$ cat src/rtl/rtc0_apb_arb.sv
// rtc0_apb_arb: two-port round-robin APB arbiter with rtc0 trust gate.
// Define RTC0_APB_ARB_SLVERR_EN to flag blocked accesses with pslverr.
module rtc0_apb_arb #(
    parameter int ADDR_W = 32
) (
    input  logic              aortc_pclk,
    input  logic              aortc_rst,
    input  logic              s0_psel,
    input  logic              s0_penable,
    input  logic              s0_pwrite,
    input  logic [ADDR_W-1:0] s0_paddr,
    input  logic [31:0]       s0_pwdata,
    input  logic [2:0]        s0_pprot,
    output logic [31:0]       s0_prdata,
    output logic              s0_pready,
    output logic              s0_pslverr,
    input  logic              s1_psel,
    input  logic              s1_penable,
    input  logic              s1_pwrite,
    input  logic [ADDR_W-1:0] s1_paddr,
    input  logic [31:0]       s1_pwdata,
    input  logic [2:0]        s1_pprot,
    output logic [31:0]       s1_prdata,
    output logic              s1_pready,
    output logic              s1_pslverr,
    input  logic              tipc_rtc0_trust,
    output logic              m_psel,
    output logic              m_penable,
    output logic              m_pwrite,
    output logic [ADDR_W-1:0] m_paddr,
    output logic [31:0]       m_pwdata,
    output logic [2:0]        m_pprot,
    input  logic [31:0]       m_prdata
);

    typedef enum logic [1:0] {IDLE, SETUP, ACCESS, RESP} state_e;

`ifdef RTC0_APB_ARB_SLVERR_EN
    localparam logic ERR_EN = 1'b1;
`else
    localparam logic ERR_EN = 1'b0;
`endif

    state_e            state_q, state_d;
    logic              last_q, last_d;
    logic              gnt_q, gnt_d;
    logic              m_psel_q, m_psel_d;
    logic              m_penable_q, m_penable_d;
    logic              m_pwrite_q, m_pwrite_d;
    logic [ADDR_W-1:0] m_paddr_q, m_paddr_d;
    logic [31:0]       m_pwdata_q, m_pwdata_d;
    logic [2:0]        m_pprot_q, m_pprot_d;
    logic [1:0]        rdy_q, rdy_d;
    logic [1:0]        err_q, err_d;
    logic [31:0]       rd0_q, rd0_d;
    logic [31:0]       rd1_q, rd1_d;

    logic       pick;
    logic [2:0] w_prot;
    logic       blk;
    logic       unused_penable;

    // penable only qualifies the upstream protocol; requests are psel-based
    assign unused_penable = s0_penable ^ s1_penable;

    // on a tie the port that did not win last time gets the bus
    assign pick   = (s0_psel & s1_psel) ? ~last_q : s1_psel;
    assign w_prot = pick ? s1_pprot : s0_pprot;
    assign blk    = tipc_rtc0_trust & w_prot[1];

    always_comb begin
        state_d     = state_q;
        last_d      = last_q;
        gnt_d       = gnt_q;
        m_psel_d    = 1'b0;
        m_penable_d = 1'b0;
        m_pwrite_d  = m_pwrite_q;
        m_paddr_d   = m_paddr_q;
        m_pwdata_d  = m_pwdata_q;
        m_pprot_d   = m_pprot_q;
        rdy_d       = 2'b00;
        err_d       = 2'b00;
        rd0_d       = 32'h0;
        rd1_d       = 32'h0;
        unique case (state_q)
            IDLE: begin
                if (s0_psel | s1_psel) begin
                    last_d = pick;
                    gnt_d  = pick;
                    if (blk) begin
                        state_d     = RESP;
                        rdy_d[pick] = 1'b1;
                        err_d[pick] = ERR_EN;
                    end else begin
                        state_d    = SETUP;
                        m_psel_d   = 1'b1;
                        m_pwrite_d = pick ? s1_pwrite : s0_pwrite;
                        m_paddr_d  = pick ? s1_paddr : s0_paddr;
                        m_pwdata_d = pick ? s1_pwdata : s0_pwdata;
                        m_pprot_d  = w_prot;
                    end
                end
            end
            SETUP: begin
                m_psel_d    = 1'b1;
                m_penable_d = 1'b1;
                state_d     = ACCESS;
            end
            ACCESS: begin
                state_d      = RESP;
                rdy_d[gnt_q] = 1'b1;
                if (!m_pwrite_q) begin
                    if (gnt_q) rd1_d = m_prdata;
                    else       rd0_d = m_prdata;
                end
            end
            RESP: begin
                state_d = IDLE;
            end
            default: begin
                state_d = IDLE;
            end
        endcase
    end

    always_ff @(posedge aortc_pclk) begin
        if (aortc_rst) begin
            state_q     <= IDLE;
            last_q      <= 1'b1;
            gnt_q       <= 1'b0;
            m_psel_q    <= 1'b0;
            m_penable_q <= 1'b0;
            m_pwrite_q  <= 1'b0;
            m_paddr_q   <= '0;
            m_pwdata_q  <= 32'h0;
            m_pprot_q   <= 3'b000;
            rdy_q       <= 2'b00;
            err_q       <= 2'b00;
            rd0_q       <= 32'h0;
            rd1_q       <= 32'h0;
        end else begin
            state_q     <= state_d;
            last_q      <= last_d;
            gnt_q       <= gnt_d;
            m_psel_q    <= m_psel_d;
            m_penable_q <= m_penable_d;
            m_pwrite_q  <= m_pwrite_d;
            m_paddr_q   <= m_paddr_d;
            m_pwdata_q  <= m_pwdata_d;
            m_pprot_q   <= m_pprot_d;
            rdy_q       <= rdy_d;
            err_q       <= err_d;
            rd0_q       <= rd0_d;
            rd1_q       <= rd1_d;
        end
    end

    assign m_psel     = m_psel_q;
    assign m_penable  = m_penable_q;
    assign m_pwrite   = m_pwrite_q;
    assign m_paddr    = m_paddr_q;
    assign m_pwdata   = m_pwdata_q;
    assign m_pprot    = m_pprot_q;
    assign s0_pready  = rdy_q[0];
    assign s1_pready  = rdy_q[1];
    assign s0_pslverr = err_q[0];
    assign s1_pslverr = err_q[1];
    assign s0_prdata  = rd0_q;
    assign s1_prdata  = rd1_q;

endmodule

$ cat config.mk
export PLATFORM = sky130hd
export DESIGN_NAME = rtc0_apb_arb
export DESIGN_NICKNAME = d
export VERILOG_FILES = /design/src/rtl/rtc0_apb_arb.sv
export SDC_FILE = /design/constraint.sdc
export NUM_CORES = 1
export LEC_CHECK = 0
export ABC_AREA = 1
export BUFFER_PORTS_ARGS = -buffer_cell sky130_fd_sc_hd__clkbuf_2
export CORE_AREA = 2 2 121 123
export CTS_CLUSTER_DIAMETER = 120
export DETAILED_ROUTE_END_ITERATION = 8
export DIE_AREA = 0 0 123 125
export PLACE_DENSITY = 0.87
export SLEW_MARGIN = 20
export SYNTH_ARGS = -nofsm -noshare
export SYNTH_HDL_FRONTEND = slang
export SYNTH_SLANG_ARGS = --single-unit
$ cat constraint.sdc
create_clock -name aortc_pclk -period 2.1 [get_ports aortc_pclk]
set_input_delay 0.105 -clock aortc_pclk [delete_from_list [all_inputs] [get_ports aortc_pclk]]
set_output_delay 0.105 -clock aortc_pclk [all_outputs]
set_load 0.03 [all_outputs]
==> reports/qor.log, run 1 <==
INFO  run_status     outcome=finished, final reports clean
INFO  route          drcViolationCount=0
INFO  setup_path     slowest_cp_cell=dfxtp_1
INFO  finish         utilization=0.6005
INFO  route          route.detailed.vias_per_inst=4.669
INFO  die            fp-row-count=44
INFO  yosys          synth.cell_area=6050squm
INFO  timing         final_worst_slack=0.4508ns
INFO  yosys          post_synth_inst_count=890
INFO  die            die_ht=125um
INFO  hold_path      hold_depth=3
INFO  finish         layout-area-overhead-vs-synth=40.99%
INFO  finish         final_cell_area=8529squm
INFO  placed_design  dp_hpwl=12.16mm
INFO  clocking       cts_sink_cnt=140
INFO  finish         final_nets=1375
INFO  global_routing globalRouteTotalUtil=0.2323
INFO  clocking       cts_max_path_buffers=2
INFO  route          first_pass_iters=5
INFO  die            core=14200squm
INFO  power_and_ir_drop switching_share=0.3618
INFO  clocking       cts.clk_slew.worst_paths=0.06ns
INFO  power_and_ir_drop power.ir.vdd_worst=0.0005516V
INFO  hold_path      worst_hold_path_type=primary input to flop
INFO  power_and_ir_drop comb_power_share=0.297
INFO  timing         max_freq=606.4MHz
INFO  timing         final_max_slew_viol_count=0
INFO  clocking       clkLatencyLatePin=0.42ns
INFO  flow_run       cap_violations=0
INFO  route          vias=6508
INFO  global_routing grt.overflow.total=0
INFO  hold_path      worst_hold_path.endpoint=state_q[1]$_SDFFE_PP0P_
INFO  finish         num_antenna_cells=0
INFO  clocking       postCtsResizedCells=0
INFO  timing         finalSetupViolCount=0
INFO  die            initial_utilization=0.4259
INFO  power_and_ir_drop power-per-cell-area=990.2nW/um^2
INFO  die            horizontal_die_dimension=123um
INFO  timing         final_hold_viol_count=0
INFO  clocking       cts_made_buffers=17
INFO  hold_path      min_from=tipc_rtc0_trust
INFO  yosys          synth.lib_cells_used.distinct=20
INFO  route          final_antenna_net_count=0
INFO  route          routed_wirelength=17.79mm
INFO  setup_path     worstPathArrival=1.95ns
INFO  power_and_ir_drop cellLeakagePower=4.863nW
INFO  clocking       htree_levels=4
INFO  placed_design  dp_worst_setup_slack=0.4177ns
INFO  setup_path     path_cells=inv_1, ha_1, inv_1, nor2_4, buf_12, inv_1, o21ai_0, a21oi_1
INFO  yosys          seq_area_frac_synth=0.4633
INFO  setup_path     worstReg2RegStart=state_q[0]$_SDFFE_PP0P_
INFO  yosys          synth.avg_cell_area=6.797squm
INFO  setup_path     timing.critical_path.buf_inv=4
INFO  placed_design  dpl-instance-area=7637squm
INFO  global_routing grt_start_max_net_pins=70
INFO  setup_path     cp_top_family=buffers and inverters
INFO  die            pin_count=313
INFO  route          drt-initial-drc-count=280
INFO  global_routing global_route_wire_length_before_repair=28.43mm
INFO  setup_path     ff_to_ff_end=m_pprot[1]$_SDFFE_PP0P_
INFO  timing         rsz0062_at_grt=no
INFO  placed_design  io_buffers=308
INFO  power_and_ir_drop internal=5.390mW
INFO  yosys          synth_largest_area_cell=dfxtp_1
INFO  route          route.detailed.wl_per_inst=12.76um
INFO  yosys          synth.top_cell.area_share=0.4633
INFO  setup_path     criticalPathCategory=flop to flop
INFO  timing         fin_skew=0.01086ns
INFO  setup_path     r2r.worst_path.cells=8
INFO  global_routing first_global_vias=6141
INFO  finish         filler_cell_count=1285
INFO  power_and_ir_drop power=8.445mW
INFO  timing         final_critical_path_required_period=1.649ns
INFO  yosys          yosys_warnings=0
INFO  power_and_ir_drop p_seq_frac=0.370
INFO  die            die_area=15380squm
INFO  timing         tns=0ns
INFO  setup_path     timing.critical_path.slowest_cell_delay=0.33ns
INFO  clocking       clock_tree_root_driver_cell=clkbuf_16
INFO  placed_design  gp_congestion=0.8598
INFO  setup_path     timing.critical_path.fanout_max=69
INFO  setup_path     crit_top_cell=inv_1
INFO  setup_path     required=2.40ns
INFO  power_and_ir_drop power.net_switching=3.056mW
INFO  clocking       cts_tree=built
INFO  setup_path     reg2reg_slack=0.45ns
INFO  power_and_ir_drop power.clock.fraction=0.332
INFO  yosys          post_synthesis_sequential_element_count=140
INFO  setup_path     worst_setup_path_end_kind=flop
INFO  global_routing antenna_violations_before_repair=0
INFO  setup_path     start_kind=flop
INFO  yosys          synth.area.top_cells=dfxtp_1 46%, nand2_1 13%, nand3_1 11%
INFO  finish         post_route_cells_drive_above_1_share=0.2959
INFO  timing         final_min_period_over_clock_period=0.7853
-- flip-flops by register name, indices dropped and copies added, names as in the netlist --
register,flops
state_q,2
last_q,1
m_pwrite,1
s0_prdata,32
gnt_q,1
m_penable,1
s1_prdata,32
m_paddr,32
rdy_q,2
m_pwdata,32
m_psel,1
m_pprot,3
-- cells in the mapped netlist --
| cell | number |
|---|---|
| o21ai_0 | 2 |
| dfxtp_1 | 140 |
| inv_2 | 1 |
| o221ai_1 | 1 |
| a21oi_1 | 73 |
| nor2_1 | 135 |
| nand2_2 | 2 |
| inv_1 | 111 |
| clkbuf_1 | 13 |
| ha_1 | 3 |
| nand3_2 | 1 |
| buf_6 | 5 |
| nand3b_1 | 1 |
| buf_2 | 38 |
| buf_1 | 4 |
| nand4_1 | 3 |
| buf_4 | 7 |
| conb_1 | 1 |
| nand3_1 | 138 |
| nand2_1 | 211 |
-- cells by family after synthesis --
| family | count (synthesis) | synth area share |
|---|---|---|
| flops | 140 | 0.4633 |
| fa+ha+maj | 3 | 0.006205 |
| other cells | 1 | 0.0006199 |
| simple gates | 491 | 0.3369 |
| compound gates | 76 | 0.06350 |
| buf+inv | 179 | 0.1295 |
-- placed cells by master (no fill, tap or decap), types with 3 or more instances in the layout --
master	count
a21oi_1	73
buf_12	5
buf_4	8
clkbuf_16	17
clkbuf_2	308
clkinvlp_4	4
dfxtp_1	140
dlygate4sd3_1	33
ha_1	3
inv_1	111
inv_6	6
nand2_1	211
nand3_1	138
nand4_1	3
nor2_1	134
-- worst max path at each step --
stage                            start                        to  slack, ns  cells after the start
2_1_floorplan  state_q[0]$_SDFFE_PP0P_  m_paddr[26]$_SDFFE_PP0P_       0.73                      8
3_3_place_gp                   s1_psel   m_pprot[1]$_SDFFE_PP0P_       0.43                      8
3_5_place_dp                   s1_psel   m_pprot[1]$_SDFFE_PP0P_       0.42                      8
4_1_cts        state_q[0]$_SDFFE_PP0P_   m_pprot[1]$_SDFFE_PP0P_       0.43                      8
5_1_grt        state_q[0]$_SDFFE_PP0P_   m_pprot[1]$_SDFFE_PP0P_       0.32                      8
6_report       state_q[0]$_SDFFE_PP0P_   m_pprot[1]$_SDFFE_PP0P_       0.45                      8
-- worst reg2reg max path, stage by stage (launching register included) --
cell	delay, ns
dfxtp_1	0.33
inv_1	0.09
ha_1	0.19
inv_1	0.10
nor2_4	0.18
buf_12	0.27
inv_1	0.12
o21ai_0	0.20
a21oi_1	0.05
-- per-stage QoR --
stage	hold WS, ns	instances
5_1_grt	0.02977	1394
2_1_floorplan	0.2399	891
3_3_place_gp	0.3284	1329
3_5_place_dp	0.3307	1329
4_1_cts	0.005091	1394
6_report	0.02038	1394
-- metal layers --
metal  global-route usage  up-vias  wire, um
met5                    0        -         0
met4              0.09826        0       488
met3              0.07162       40      1406
met2               0.4036      248      8627
met1               0.2598     2868      7265
li1                     -     3352         -
-- layout make-up --
| cell class | instances | area [sq um] | share of cell area |
|---|---|---|---|
| clock inverters | 14 | 122.6 | 0.01438 |
| multi-input cells | 572 | 2482 | 0.2910 |
| flip-flops and latches | 140 | 2803 | 0.3286 |
| well taps | 184 | 230.2 | 0.02699 |
| inverters | 112 | 420.4 | 0.04929 |
| repair buffers | 354 | 2032 | 0.2382 |
| clock buffers | 18 | 439.2 | 0.05149 |
-- repair_timing --
item | 4_1_cts | 5_1_grt
buffers inserted | 0 | 0
hold buffers | 33 | 0
setup endpoints to repair | 0 | 0
hold endpoints to repair | 70 | 0
-- power groups by stage --
stage,registers (mW),logic (mW),clock network (mW)
floorplan,3.74,1.20,0
global placement,3.16,2.43,0
detailed placement,3.18,2.47,0
CTS,3.13,2.52,2.87
global route,3.16,2.79,3.00
finish,3.13,2.51,2.81
Power figures use the tool's default switching activity.
==> run 2: changes to the inputs <==
CORE_AREA = not set   (was 2 2 121 123)
CORE_UTILIZATION = 41   (was not set)
DIE_AREA = not set   (was 0 0 123 125)
PLACE_DENSITY = 0.86   (was 0.87)
clock period = 1.35 ns   (was 2.1 ns; I/O delays follow)
==> reports/qor.log, run 2 (synthesis results as in run 1) <==
INFO  run_status     outcome=complete, but fails checks
INFO  run_status     violations_in_the_final_reports=setup timing
INFO  placed_design  io_buffers=308
INFO  finish         post_route_cells_drive_above_1_share=0.3677
INFO  finish         filler_cell_count=1192
INFO  clocking       htree_levels=4
INFO  timing         whs=0.04388ns
INFO  route          drcViolationCount=0
INFO  timing         final_critical_path_required_period=1.496ns
INFO  clocking       clock_tree_root_driver_cell=clkbuf_16
INFO  timing         max_freq=668.4MHz
INFO  clocking       cts_max_path_buffers=2
INFO  die            die_ht=123.5um
INFO  timing         fin_skew=0.008056ns
INFO  clocking       cts_made_buffers=17
INFO  global_routing antenna_violations_before_repair=0
INFO  die            pin_count=313
INFO  route          drt-initial-drc-count=328
INFO  finish         num_antenna_cells=0
INFO  global_routing first_global_vias=5958
INFO  finish         layout-area-overhead-vs-synth=57.83%
INFO  timing         final_min_period_over_clock_period=1.108
INFO  finish         final_cell_count_no_fill=1446
INFO  die            core=14480squm
INFO  setup_path     timing.critical_path.fanout_max=14
INFO  die            horizontal_die_dimension=123.5um
INFO  global_routing global_route_wire_length_before_repair=27.81mm
INFO  setup_path     criticalPathCategory=flop to flop
INFO  die            initial_utilization=0.4178
INFO  power_and_ir_drop power.ir.vdd_worst=0.0008882V
INFO  setup_path     required=1.66ns
INFO  clocking       cts_sink_cnt=140
INFO  route          routed_wirelength=20.52mm
INFO  placed_design  place.detailed.instances=1354
INFO  clocking       cts.clk_slew.worst_paths=0.06ns
INFO  route          route.detailed.wl_per_inst=14.19um
INFO  hold_path      worst_hold_path_type=primary input to flop
INFO  clocking       clkLatencyLatePin=0.42ns
INFO  timing         final_worst_slack=-0.1460ns
INFO  timing         final_max_slew_viol_count=0
INFO  clocking       cts_tree=built
INFO  global_routing globalRouteTotalUtil=0.2362
INFO  setup_path     worst_setup_path_end_kind=flop
INFO  finish         area_taken_by_flip_flops_and_latches=2806squm
INFO  finish         multi_input_gate_area_in_the_final_layout=2735squm
INFO  finish         final_nets=1427
INFO  timing         finalSetupViolCount=62
INFO  die            die_area=15240squm
INFO  route          first_pass_iters=5
INFO  finish         mostFrequentLayoutCells=308 x clkbuf_2, 209 x nand2_1, 137 x dfxtp_1, 133 x nor2_1, 130 x nand3_1
INFO  setup_path     worstPathArrival=1.80ns
INFO  global_routing grt.overflow.total=0
INFO  setup_path     start_kind=flop
INFO  route          route.detailed.vias_per_inst=4.786
INFO  die            fp-row-count=44
INFO  global_routing grt_start_max_net_pins=40
INFO  flow_run       cap_violations=0
INFO  route          vias=6921
INFO  route          final_antenna_net_count=0
INFO  finish         mostFrequentLayoutCell=clkbuf_2
INFO  placed_design  dp_hpwl=12.75mm
INFO  power_and_ir_drop cellLeakagePower=5.317nW
INFO  finish         utilization=0.6594
INFO  timing         rsz0062_at_grt=yes
INFO  power_and_ir_drop power-per-cell-area=1532nW/um^2
INFO  placed_design  gp_congestion=0.8485
INFO  timing         final_hold_viol_count=0
## run 2: through the flow
stage                     setup slack, ns  power (mW)  instance area, sq um  TNS, ns
after CTS                        -0.02178       14.05                  8925  -0.1951
after floorplan                  -0.01529       7.683                  6053  -0.7326
after global routing              -0.1991       15.36                  9548   -6.811
after detailed placement         -0.08187       9.059                  7875   -3.526
final                             -0.1460       14.63                  9548   -2.489
after global placement           -0.05010       8.974                  7875   -1.540
## run 2: power by group
part | leakage [nW] | total (mW) | switching [mW] | internal (mW)
Sequential | 1.15 | 4.92 | 0.297 | 4.62
Clock | 0.285 | 4.75 | 1.93 | 2.82
Combinational | 3.89 | 4.96 | 2.99 | 1.97
Total | 5.32 | 14.6 | 5.22 | 9.41
## run 2: worst max-delay path: stages, from the launching register on
cell     delay, ns
dfxtp_2       0.34
inv_2         0.05
ha_4          0.16
inv_2         0.07
nor2_4        0.04
buf_12        0.16
buf_12        0.12
buf_16        0.15
a21oi_1       0.19
nor2_1        0.08
## run 2: metal layers
metal  vias to the layer above  global-route usage  wire (um)
met5                         -                   0          0
met3                        50             0.06642       1595
met2                       307              0.4204      10190
li1                       3473                   -          -
met4                         0              0.1152        629
met1                      3091              0.2560       8111
## run 2: worst paths after layout
path	slack, ns	startpoint	end	cells after the start
min	0.04	s0_pwdata[14]	m_pwdata[14]$_SDFFE_PP0P_	7
min reg2reg	0.48	m_pprot[1]$_SDFFE_PP0P_	m_pprot[1]$_SDFFE_PP0P_	2
max	-0.15	state_q[0]$_SDFFE_PP0P_	m_paddr[20]$_SDFFE_PP0P_	9
max reg2reg	-0.15	state_q[0]$_SDFFE_PP0P_	m_paddr[20]$_SDFFE_PP0P_	9
## run 2: timing repair
item	in CTS	in global routing
gates cloned	1	14
pin swaps	3	14
hold endpoints to repair	70	0
resized for setup	19	69
hold buffers	34	0
setup buffers	4	8
setup endpoints to repair	66	95
## run 2: area by class of cell
type / count / share of cell area
sequential: 140 / 0.2939
timing repair buffer: 405 / 0.2886
multi-input combinational: 573 / 0.2865
clock buffer: 19 / 0.04639
inverter: 112 / 0.04403
tap: 184 / 0.02411
clock inverter: 13 / 0.01651
==> run 3: changes to the inputs <==
CORE_AREA = 2 2 122 124   (was not set)
CORE_UTILIZATION = not set   (was 41)
DIE_AREA = 0 0 124 126   (was not set)
clock period = 1.7 ns   (was 1.35 ns; I/O delays follow)
==> reports/qor.log, run 3 (synthesis results as in run 1) <==
INFO  placed_design  gp_congestion=0.8667
INFO  global_routing globalRouteTotalUtil=0.2299
INFO  timing         rsz0062_at_grt=no
INFO  clocking       htree_levels=4
INFO  die            die_area=15620squm
INFO  setup_path     path_cells=inv_1, ha_1, inv_1, nor2_4, buf_4, buf_12, a21oi_1, nor2_1
INFO  flow_run       cap_violations=0
INFO  power_and_ir_drop power=10.51mW
INFO  setup_path     ff_to_ff_end=m_pwdata[2]$_SDFFE_PP0P_
INFO  timing         fin_skew=0.009753ns
INFO  setup_path     worstPathArrival=1.86ns
INFO  clocking       cts_max_path_buffers=2
INFO  placed_design  io_buffers=308
INFO  route          first_pass_iters=5
INFO  setup_path     start_kind=flop
INFO  clocking       cts_tree=built
INFO  setup_path     r2r.worst_path.cells=8
INFO  die            die_ht=126um
INFO  run_status     outcome=finished, final reports clean
INFO  die            initial_utilization=0.4226
INFO  hold_path      worst_hold_path_type=primary input to flop
INFO  setup_path     timing.critical_path.slowest_cell_delay=0.36ns
INFO  finish         multi_input_gate_area_in_the_final_layout=2482squm
INFO  power_and_ir_drop cellLeakagePower=4.918nW
INFO  timing         final_min_period_over_clock_period=0.9224
INFO  timing         final_max_slew_viol_count=0
INFO  route          routed_wirelength=18.26mm
INFO  clocking       cts_sink_cnt=140
INFO  hold_path      worst_hold_path.endpoint=state_q[1]$_SDFFE_PP0P_
INFO  setup_path     reg2reg_slack=0.13ns
INFO  timing         finalSetupViolCount=0
INFO  global_routing antenna_violations_before_repair=0
INFO  route          drt-initial-drc-count=296
INFO  clocking       clkLatencyLatePin=0.41ns
INFO  route          route.detailed.wl_per_inst=13.03um
INFO  placed_design  dp_hpwl=12.44mm
INFO  global_routing grt_start_max_net_pins=71
INFO  timing         final_critical_path_required_period=1.568ns
INFO  global_routing grt.overflow.total=0
INFO  die            pin_count=313
INFO  finish         filler_cell_count=1250
INFO  route          final_antenna_net_count=0
INFO  setup_path     crit_top_cell=inv_1
INFO  global_routing first_global_vias=6098
INFO  finish         mostFrequentLayoutCells=308 x clkbuf_2, 211 x nand2_1, 140 x dfxtp_1, 138 x nand3_1, 134 x nor2_1
INFO  finish         final_cell_area=8627squm
INFO  setup_path     timing.critical_path.fanout_max=51
INFO  hold_path      hold_depth=3
INFO  timing         final_hold_viol_count=0
INFO  die            core=14310squm
INFO  clocking       cts_made_buffers=17
INFO  finish         mostFrequentLayoutCell=clkbuf_2
INFO  route          route.detailed.vias_per_inst=4.676
INFO  route          drcViolationCount=0
INFO  route          vias=6551
INFO  die            fp-row-count=44
INFO  finish         utilization=0.6027
INFO  timing         max_freq=637.8MHz
INFO  clocking       clock_tree_root_driver_cell=clkbuf_16
INFO  clocking       cts.clk_slew.worst_paths=0.06ns
INFO  setup_path     worstReg2RegStart=state_q[0]$_SDFFE_PP0P_
INFO  setup_path     required=2.00ns
INFO  setup_path     slowest_cp_cell=dfxtp_1
INFO  power_and_ir_drop power.ir.vdd_worst=0.0006084V
INFO  power_and_ir_drop power-per-cell-area=1218nW/um^2
INFO  global_routing global_route_wire_length_before_repair=28.61mm
INFO  hold_path      min_from=tipc_rtc0_trust
INFO  finish         layout-area-overhead-vs-synth=42.61%
INFO  setup_path     criticalPathCategory=flop to flop
INFO  finish         post_route_cells_drive_above_1_share=0.2991
INFO  finish         area_taken_by_flip_flops_and_latches=2803squm
INFO  placed_design  dpl-instance-area=7697squm
INFO  finish         final_nets=1382
INFO  finish         num_antenna_cells=0
INFO  die            horizontal_die_dimension=124um
INFO  setup_path     worst_setup_path_end_kind=flop
INFO  timing         tns=0ns
-- run 3: worst max-delay path: cells and delay by family (launching register included) --
kind,cells,cell delay [ns]
AOI/OAI and AO/OA,1,0.18
and+or+nand+nor,2,0.12
adders and majority gates,1,0.23
DFF,1,0.36
buffers and inverters,4,0.55
-- run 3: power by group --
| group | leakage, nW | switching (mW) | total, mW | internal [mW] |
|---|---|---|---|---|
| combinational | 3.51 | 2.10 | 3.23 | 1.13 |
| sequential | 1.15 | 0.200 | 3.86 | 3.66 |
| clock | 0.259 | 1.50 | 3.42 | 1.92 |
| total | 4.92 | 3.80 | 10.5 | 6.71 |
-- run 3: worst max path at each step --
| stage | from | end |
|---|---|---|
| 2_1_floorplan | state_q[0]$_SDFFE_PP0P_ | m_paddr[26]$_SDFFE_PP0P_ |
| 3_3_place_gp | state_q[0]$_SDFFE_PP0P_ | m_pwdata[10]$_SDFFE_PP0P_ |
| 3_5_place_dp | state_q[0]$_SDFFE_PP0P_ | m_paddr[11]$_SDFFE_PP0P_ |
| 4_1_cts | state_q[0]$_SDFFE_PP0P_ | m_paddr[13]$_SDFFE_PP0P_ |
| 5_1_grt | state_q[1]$_SDFFE_PP0P_ | m_pwdata[2]$_SDFFE_PP0P_ |
| 6_report | state_q[0]$_SDFFE_PP0P_ | m_pwdata[2]$_SDFFE_PP0P_ |
-- run 3: per-stage QoR --
stage	setup slack [ns]	std cells	hold slack [ns]
after floorplan	0.3347	891	0.2199
after global placement	0.1936	1332	0.3117
after detailed placement	0.1152	1332	0.3184
after CTS	0.1018	1397	0.01405
after global routing	0.02087	1401	0.04201
final	0.1320	1401	0.02828
-- run 3: cell type report --
class,instances,area share
well taps,184,0.02669
multi-input cells,572,0.2877
flip-flops and latches,140,0.3249
clock buffers,18,0.04975
inverters,112,0.04873
repair buffers,361,0.2480
clock inverters,14,0.01421
-- run 3: metal layers --
metal | vias up | track usage | part of all wire
li1 | 3373 | - | -
met3 | 32 | 0.05842 | 0.081
met2 | 269 | 0.4024 | 0.49
met5 | - | 0 | 0
met1 | 2877 | 0.2621 | 0.40
met4 | 0 | 0.09782 | 0.027
-- run 3: what timing repair did --
action	in CTS	in global routing
hold buffers	33	0
setup buffers	0	3
endpoints found under the setup margin	0	26
resized for setup	0	0
hold endpoints to repair	70	0
